`src/rtl/rfetch_bypass_stage.sv`:
```
// Register-fetch stage: one valid/ready slot, register file with multi-port writeback bypass.
// Define RFETCH_SCOREBOARD_EN to interlock issue against in-flight writers.
package rvga_pkg;

  typedef enum logic [2:0] {
    IT_R = 3'd0,
    IT_I = 3'd1,
    IT_S = 3'd2,
    IT_B = 3'd3,
    IT_U = 3'd4,
    IT_J = 3'd5
  } rvga_itype_e;

  typedef struct packed {
    logic [4:0]  rs1;
    logic [4:0]  rs2;
    logic [4:0]  rd;
    logic        rd_w_v;
    rvga_itype_e inst_type;
    logic        shift_v;
    logic        br_v;
    logic        jmp_v;
  } rvga_cword;

  // raw holds instruction bits [31:7], so inst[k] == raw[k-7]
  function automatic logic [31:0] rvga_imm(input rvga_itype_e t, input logic [24:0] raw,
                                           input logic shift_v);
    logic [31:0] imm;
    imm = '0;
    case (t)
      IT_I:    imm = shift_v ? {27'b0, raw[17:13]} : {{20{raw[24]}}, raw[24:13]};
      IT_S:    imm = {{20{raw[24]}}, raw[24:18], raw[4:0]};
      IT_B:    imm = {{19{raw[24]}}, raw[24], raw[0], raw[23:18], raw[4:1], 1'b0};
      IT_U:    imm = {raw[24:5], 12'b0};
      IT_J:    imm = {{11{raw[24]}}, raw[24], raw[12:5], raw[13], raw[23:14], 1'b0};
      default: imm = '0;
    endcase
    return imm;
  endfunction

endpackage

module rfetch_bypass_stage
  import rvga_pkg::*;
#(
  parameter  int unsigned width_p    = 32,
  parameter  int unsigned els_p      = 32,
  parameter  int unsigned wb_ports_p = 2,
  localparam int unsigned reg_w      = $clog2(els_p)
) (
  input  logic                          clk_i,
  input  logic                          rst_i,
  input  logic                          v_i,
  output logic                          ready_o,
  input  rvga_cword                     cword_i,
  input  logic [24:0]                   imm_raw_i,
  output logic                          v_o,
  input  logic                          ready_i,
  output rvga_cword                     cword_o,
  output logic [width_p-1:0]            imm_data_o,
  output logic [width_p-1:0]            rs1_data_o,
  output logic [width_p-1:0]            rs2_data_o,
  output logic                          br_v_o,
  input  logic                          flush_i,
  input  logic [wb_ports_p-1:0]         wb_v_i,
  input  logic [wb_ports_p*reg_w-1:0]   wb_rd_i,
  input  logic [wb_ports_p*width_p-1:0] wb_data_i
);

  logic                  valid_r;
  rvga_cword             cword_r;
  logic [24:0]           imm_r;
  logic [width_p-1:0]    rf_r [els_p];

  logic [reg_w-1:0]      wb_rd   [wb_ports_p];
  logic [width_p-1:0]    wb_data [wb_ports_p];
  logic [reg_w-1:0]      rs1_idx;
  logic [reg_w-1:0]      rs2_idx;
  logic [wb_ports_p-1:0] rs1_hit;
  logic [wb_ports_p-1:0] rs2_hit;
  logic                  hazard;
  logic                  accept;
  logic                  issue;
  logic signed [31:0]    imm32;

  always_comb begin
    for (int unsigned p = 0; p < wb_ports_p; p++) begin
      wb_rd[p]   = wb_rd_i[p*reg_w +: reg_w];
      wb_data[p] = wb_data_i[p*width_p +: width_p];
    end
  end

  assign rs1_idx = reg_w'(cword_r.rs1);
  assign rs2_idx = reg_w'(cword_r.rs2);

  // Ports scanned in ascending order so the highest-indexed writer of a register wins.
  always_comb begin
    rs1_hit    = '0;
    rs2_hit    = '0;
    rs1_data_o = rf_r[rs1_idx];
    rs2_data_o = rf_r[rs2_idx];
    for (int unsigned p = 0; p < wb_ports_p; p++) begin
      rs1_hit[p] = wb_v_i[p] && (wb_rd[p] == rs1_idx) && (rs1_idx != '0);
      rs2_hit[p] = wb_v_i[p] && (wb_rd[p] == rs2_idx) && (rs2_idx != '0);
      if (rs1_hit[p]) rs1_data_o = wb_data[p];
      if (rs2_hit[p]) rs2_data_o = wb_data[p];
    end
  end

  assign v_o     = valid_r & ~hazard;
  assign ready_o = ~flush_i & (~valid_r | (v_o & ready_i));
  assign accept  = v_i & ready_o;
  assign issue   = v_o & ready_i;
  assign br_v_o  = v_o & (cword_r.br_v | cword_r.jmp_v);
  assign cword_o = cword_r;

  assign imm32      = rvga_imm(cword_r.inst_type, imm_r, cword_r.shift_v);
  assign imm_data_o = width_p'(imm32);

  always_ff @(posedge clk_i or negedge rst_i) begin
    if (!rst_i) begin
      valid_r <= 1'b0;
      cword_r <= '0;
      imm_r   <= '0;
    end else begin
      if (accept) begin
        cword_r <= cword_i;
        imm_r   <= imm_raw_i;
      end
      if (flush_i)     valid_r <= 1'b0;
      else if (accept) valid_r <= 1'b1;
      else if (issue)  valid_r <= 1'b0;
    end
  end

  always_ff @(posedge clk_i or negedge rst_i) begin
    if (!rst_i) begin
      for (int unsigned i = 0; i < els_p; i++) rf_r[i] <= '0;
    end else begin
      for (int unsigned p = 0; p < wb_ports_p; p++) begin
        if (wb_v_i[p] && (wb_rd[p] != '0)) rf_r[wb_rd[p]] <= wb_data[p];
      end
    end
  end

`ifdef RFETCH_SCOREBOARD_EN
  logic [els_p-1:0] pending_r;
  logic [reg_w-1:0] rd_idx;

  assign rd_idx = reg_w'(cword_r.rd);
  assign hazard = ((rs1_idx != '0) && pending_r[rs1_idx] && ~|rs1_hit) ||
                  ((rs2_idx != '0) && pending_r[rs2_idx] && ~|rs2_hit);

  // Set is applied after the clears so a same-edge set/clear of one register leaves it pending;
  // a squashed instruction never claims its destination.
  always_ff @(posedge clk_i or negedge rst_i) begin
    if (!rst_i) begin
      pending_r <= '0;
    end else begin
      for (int unsigned p = 0; p < wb_ports_p; p++) begin
        if (wb_v_i[p]) pending_r[wb_rd[p]] <= 1'b0;
      end
      if (issue && !flush_i && cword_r.rd_w_v && (rd_idx != '0)) pending_r[rd_idx] <= 1'b1;
    end
  end
`else
  assign hazard = 1'b0;
`endif

endmodule

```
`config.mk`:
```
export PLATFORM = sky130hd
export DESIGN_NAME = rfetch_bypass_stage
export DESIGN_NICKNAME = d
export VERILOG_FILES = /design/src/rtl/rfetch_bypass_stage.sv
export SDC_FILE = /design/constraint.sdc
export NUM_CORES = 2
export LEC_CHECK = 0
export BUFFER_PORTS_ARGS = -buffer_cell sky130_fd_sc_hd__buf_2
export CAP_MARGIN = 20
export CORE_MARGIN = 3
export CORE_UTILIZATION = 45
export DETAILED_ROUTE_END_ITERATION = 16
export PLACE_DENSITY_LB_ADDON = 0.2
export REMOVE_ABC_BUFFERS = 1
export SETUP_SLACK_MARGIN = 0.5
export SLEW_MARGIN = 5
export SYNTH_ARGS = -nofsm -noshare
export SYNTH_HDL_FRONTEND = slang
export SYNTH_SLANG_ARGS = --single-unit
```
`constraint.sdc`:
```
create_clock -name clk_i -period 3.1 [get_ports clk_i]
set_input_delay 0.31 -clock clk_i [delete_from_list [all_inputs] [get_ports clk_i]]
set_output_delay 0.31 -clock clk_i [all_outputs]
set_load 0.005 [all_outputs]
```
**Word-level counts from Yosys, hierarchy flattened**

Cells that the tools add are included.

- $add $sub $neg: 0
- Multiply operators: 0
- Divide/modulo/power cells: 0
- Magnitude comparators: 6
- Equality and inequality tests: 9
- Shift-type cells: 0
- Mux-type cells: 23
- Bitwise operators: 12
- Reduce and logical (&&, ||, !) cells: 17

Operators with widths:

| operator | number |
|---|---|
| bitwise mux 1024 bit | 2 |
| two-way mux 1024 bit | 2 |
| two-way mux 32 bit | 11 |
| binary-select mux 32 bit (select 5 bit) | 2 |
| demux 32 bit (select 5 bit) | 2 |
| case mux 32 bit (5 select lines) | 1 |
| greater-or-equal comparator 6 bit (second input constant) | 4 |
| NOT 5 -> 6 bit | 4 |
| == test 5 bit | 4 |
| nonzero test 5 bit | 4 |
| logical AND 1 bit | 12 |
| less-than comparator 6 x 1 -> 1 bit (second input constant) | 2 |
| == test 3 x 2 -> 1 bit (second input constant) | 2 |
| == test 3 bit (second input constant) | 2 |
| bitwise AND 1 bit | 4 |
| == test 3 x 1 -> 1 bit (second input constant) | 1 |
| two-way mux 1 bit | 3 |
| nonzero test 3 bit | 1 |
| NOT 1 bit | 2 |
| bitwise OR 1 bit | 2 |

- Register bits: 1072
- Latch bits: 0
- RAM bits: 0
- ROM bits: 0
- Input port bits: 128
- Output and inout bits: 121
- Logic and storage cells: 109
- Memories kept: 0

**Depth between registers and ports, before layout**

- Depth in word-level cells: 9
- Depth in mapped cells: 10
- Gate-level depth less buffers: 5

**Worst setup path before layout**

No wires, ideal clock.

- Kind: flip-flop to output port
- From: reg cword_r (netlist bit rs2_idx[1])
- To: out rs2_data_o[17]
- Arrival: 2.256 ns
- Required time: 2.790 ns
- Slack: 0.534 ns
- Stages on the path, launching flop included: 8
- Path buffers: 3
- Cell sequence: dfrtp_1 > buf_2 > buf_2 > clkbuf_1 > mux4_2 > a211o_1 > o2111a_1 > a221o_1

- Word-level cells in the longest chain between the ends: 6
- Elaborated cells on any way between the ends: 13
- Classes of those cells: eq/ne (2); mux (5); bitwise (1); reduce/logical (5)

RTL lines:

| element | line | text |
|---|---|---|
| start, declared | 71 | `rvga_cword cword_r;` |
| start signal, assigned | 127 | `cword_r <= cword_i;` |
| NOT 5 -> 6 bit (implied by the code) | 101 | `rs2_data_o = rf_r[rs2_idx];` |
| binary-select mux 32 bit (select 5 bit) | 101 |  |
| two-way mux 32 bit (implied by the code) (2 in a row) | 101 |  |
| two-way mux 32 bit | 106 | `if (rs2_hit[p]) rs2_data_o = wb_data[p];` |
| two-way mux 32 bit (*) | 106 |  |
| end, declared | 62 | `output logic [width_p-1:0] rs2_data_o,` |

Mark *: on every way between the ends. The rest lies on a longest branch, timed or not. The select of a mux whose other input is x is not followed.

**Final worst setup path**

- From: reg cword_r (netlist bit rs2_idx[0])
- To: out rs2_data_o[18]

The elaborated chain is that of the path after synthesis.

==> results.md <==
* TritonCTS Buffers at 132
* Total GRT Usage at 0.384
* DRC Markers at 0
* Number of global-route vias before repair at roughly 57k
* Initial antenna violation count at 16
* Violated checks: setup timing
* Global route total overflow at 0
* CP Class: register to output pin
* Initial Utilization at 0.456
* Pwr dens at 700 mW/mm²
* Chip Width at 392 µm
* Max FO, Critical Path at 7
* Largest cells by area after synthesis: dfrtp_1, mux2i_1, mux4_2, a21oi_1, nor2_1
* Cell count of the worst reg-to-reg path at 5
* Fraction of layout instances using a drive strength above 1 at 0.263
* Arr. time, crit path at 3.41 ns
* Outcome: finished, violations left
* Final hold viol count at 0
* Yosys cell types at 63
* R2R setup slack at 1.16 ns
* RSZ-0062 raised after global routing: yes
* Chip Height at about 400 µm
* CTS tree: built
* Reg-to-Reg Start: v_o$_DFFE_PN0P_
* Core area at 0.147 mm²
* Crit path launch: rs2_idx[0]$_DFFE_PN0P_
* FF-to-FF End: imm_r[11]$_DFFE_PN0P_
* Fillers at 12.3k
* First-pass GRT wire length at 422 mm
* Commonest non-fill, non-tap cell in the layout: mux2i_1
* Largest net degree at the start of global routing at roughly 100
* Initial DRT Pass Iterations at 8
* Gpl congestion at 0.908
* IO Port Bufs at ~250
* Max incr delay on CP at 0.51 ns
* Critical path required time at around 2.8 ns
* Clock skew at 0.0181 ns
* EDFF count, synth at 0
* I/O pin total at 249
* Fin crit share at 1.20
* Final hold slack at 0.0696 ns
* Primary FF master, synth: dfrtp_1
* Min-Delay Path Class: input port to register
* Leakage Power at 36.7 nW
* # Max-Cap Violations at 0
* CP max-delay cell: mux4_2
* Min-Delay Startpoint: wb_data_i[52]
* Clock period minus worst slack at 3.72 ns
* Synth warnings at 0
* Hold Path End: rf_r[756]$_DFF_PN0_
* Die area at 0.153 mm²
* Sequential share of the synthesized area at 0.401
* Worst skew pair latency at 0.78 ns
* WL/cell at between 30 and 40 µm
* FF+latch count, synth at 1072
* Post-Syn Area at ~0.067 mm²
* Post-route setup slack at -0.623 ns
* Setup Viol. Count Final at 64
* Most frequent cells in the layout: mux2i_1, dfrtp_1, nor2_1
* Detail Placement HPWL at roughly 180 mm
* CTS sink count at 1072
* CP dominant cell by count: buf_12
* Layout net count at 6768
* Synth area leader: dfrtp_1
* Drt total wl at 302 mm
* Vias at roughly 59k
* Area grow syn2layout at 22.4%
* Total negative slack at -33.77 ns
* Asr flop ratio synth at 1.00
* CTS root buf: clkbuf_16
* Worst VDD drop at about 470 µV
* Mean Syn Cell Area at 10.4 µm²
* DRT iter0 DRCs at 8598
* Crit path launch type: register
* # H-tree levels at 4
* Fin. max-slew vios at 0
* Rel. slew slack at 0.425
* Fmax at 269 MHz
* Nature of the critical path endpoint: output pin
* Slew @ Worst Pin at 0.862 ns
* Max Buffers Root-to-Sink at 3
* Antenna Nets Post-Route at 0
* Worst Hold Depth at 3
* Site row count at 140
* Overall power at between 50 and 60 mW
* Post-Syn Instances at 6427
* Clk pin slew, worst setup/hold paths at 0.06 ns
* Via/cell ratio at between 6 and 7
* Post-synth top area share at 0.401
* CP cell instances: buf_12, buf_8, buf_12, buf_16, mux4_2, mux2i_2, o211ai_1, and4_1, a221o_1, buf_2
## worst max path at each step
stage / endpoint / depth (start not counted)
4_1_cts: rs2_data_o[25] / 11
3_5_place_dp: rs1_data_o[24] / 9
5_1_grt: rs2_data_o[11] / 10
2_1_floorplan: rs2_data_o[0] / 5
3_3_place_gp: rs1_data_o[24] / 9
6_report: rs2_data_o[18] / 10
## registers in the layout, indices dropped and copies added, names as in the netlist
register / count
rf_r: 1024
imm_r: 25
cword_o: 12
rs1_idx: 5
rs2_idx: 5
v_o: 1
## layer usage
metal	up-vias	global-route usage	wire length, µm
li1	24200	-	-
met1	29500	0.502	112000
met2	4506	0.552	129000
met3	1112	0.127	40600
met4	12	0.232	20800
met5	-	0	165
## power by group
part	total [mW]	internal, mW	switching [mW]	leakage [nW]
clock network	16.0	9.30	6.68	2.17
logic	20.7	10.9	9.77	21.6
registers	20.7	17.6	3.10	13.0
total	57.4	37.8	19.6	36.7
## Yosys cell counts (24+ instances only)
| master | number |
|---|---|
| mux2i_1 | 1132 |
| dfrtp_1 | 1072 |
| nor2_1 | 776 |
| a21oi_1 | 711 |
| clkbuf_1 | 528 |
| nand2_1 | 393 |
| mux4_2 | 385 |
| o21ai_0 | 272 |
| buf_2 | 142 |
| a32oi_1 | 127 |
| buf_1 | 117 |
| mux2_2 | 77 |
| a211o_1 | 74 |
| a22o_1 | 72 |
| o221ai_1 | 57 |
| o22ai_1 | 38 |
| a221o_1 | 34 |
| o211ai_1 | 33 |
| a31oi_1 | 30 |
| clkbuf_2 | 26 |
| o21ai_1 | 26 |
| buf_4 | 24 |
## layout make-up
class	count	area, µm²	share of cell area
sequential	1072	26900	0.328
multi-input combinational	4497	37900	0.463
tap	1917	2400	0.0293
antenna	16	40.0	0.000489
clock inverter	44	464	0.00567
clock buffer	191	3920	0.0478
inverter	6	22.5	0.000275
timing repair buffer	931	10300	0.126
## what timing repair did
action                     in CTS  in global routing
hold endpoints to repair      129                  0
setup endpoints to repair      77                 77
setup buffers                 122                 58
pin swaps                     134                101
cloned                         39                  6
hold buffers                   58                  0
resized for setup             279                117
## cells by family after synthesis
logic type      Yosys count  synth area share
mux                    1613             0.316
buf+inv                 858            0.0544
simple gates           1277            0.0768
flops                  1072             0.401
xor+xnor                 18           0.00236
compound gates         1589             0.149
## stage by stage
step / cells / worst slack (ns) / utilization / cell area (µm²)
final: 8674 / -0.623 / 0.559 / 81900
after global routing: 8658 / -0.678 / 0.558 / 81900
after CTS: 8594 / -0.638 / 0.550 / 80700
after detailed placement: 8140 / -0.172 / 0.493 / 72200
after global placement: 8140 / -0.171 / 0.493 / 72200
after floorplan: 5575 / -11.26 / - / 63300
## worst max-delay path, delay by kind of cell, from the launching register on
family / cells / cell delay (ns)
mux: 2 / 0.72
compound gates: 2 / 0.49
simple gates: 1 / 0.24
flops: 1 / 0.43
buf+inv: 5 / 0.75
Note: power is estimated with default switching activity, not from simulation.
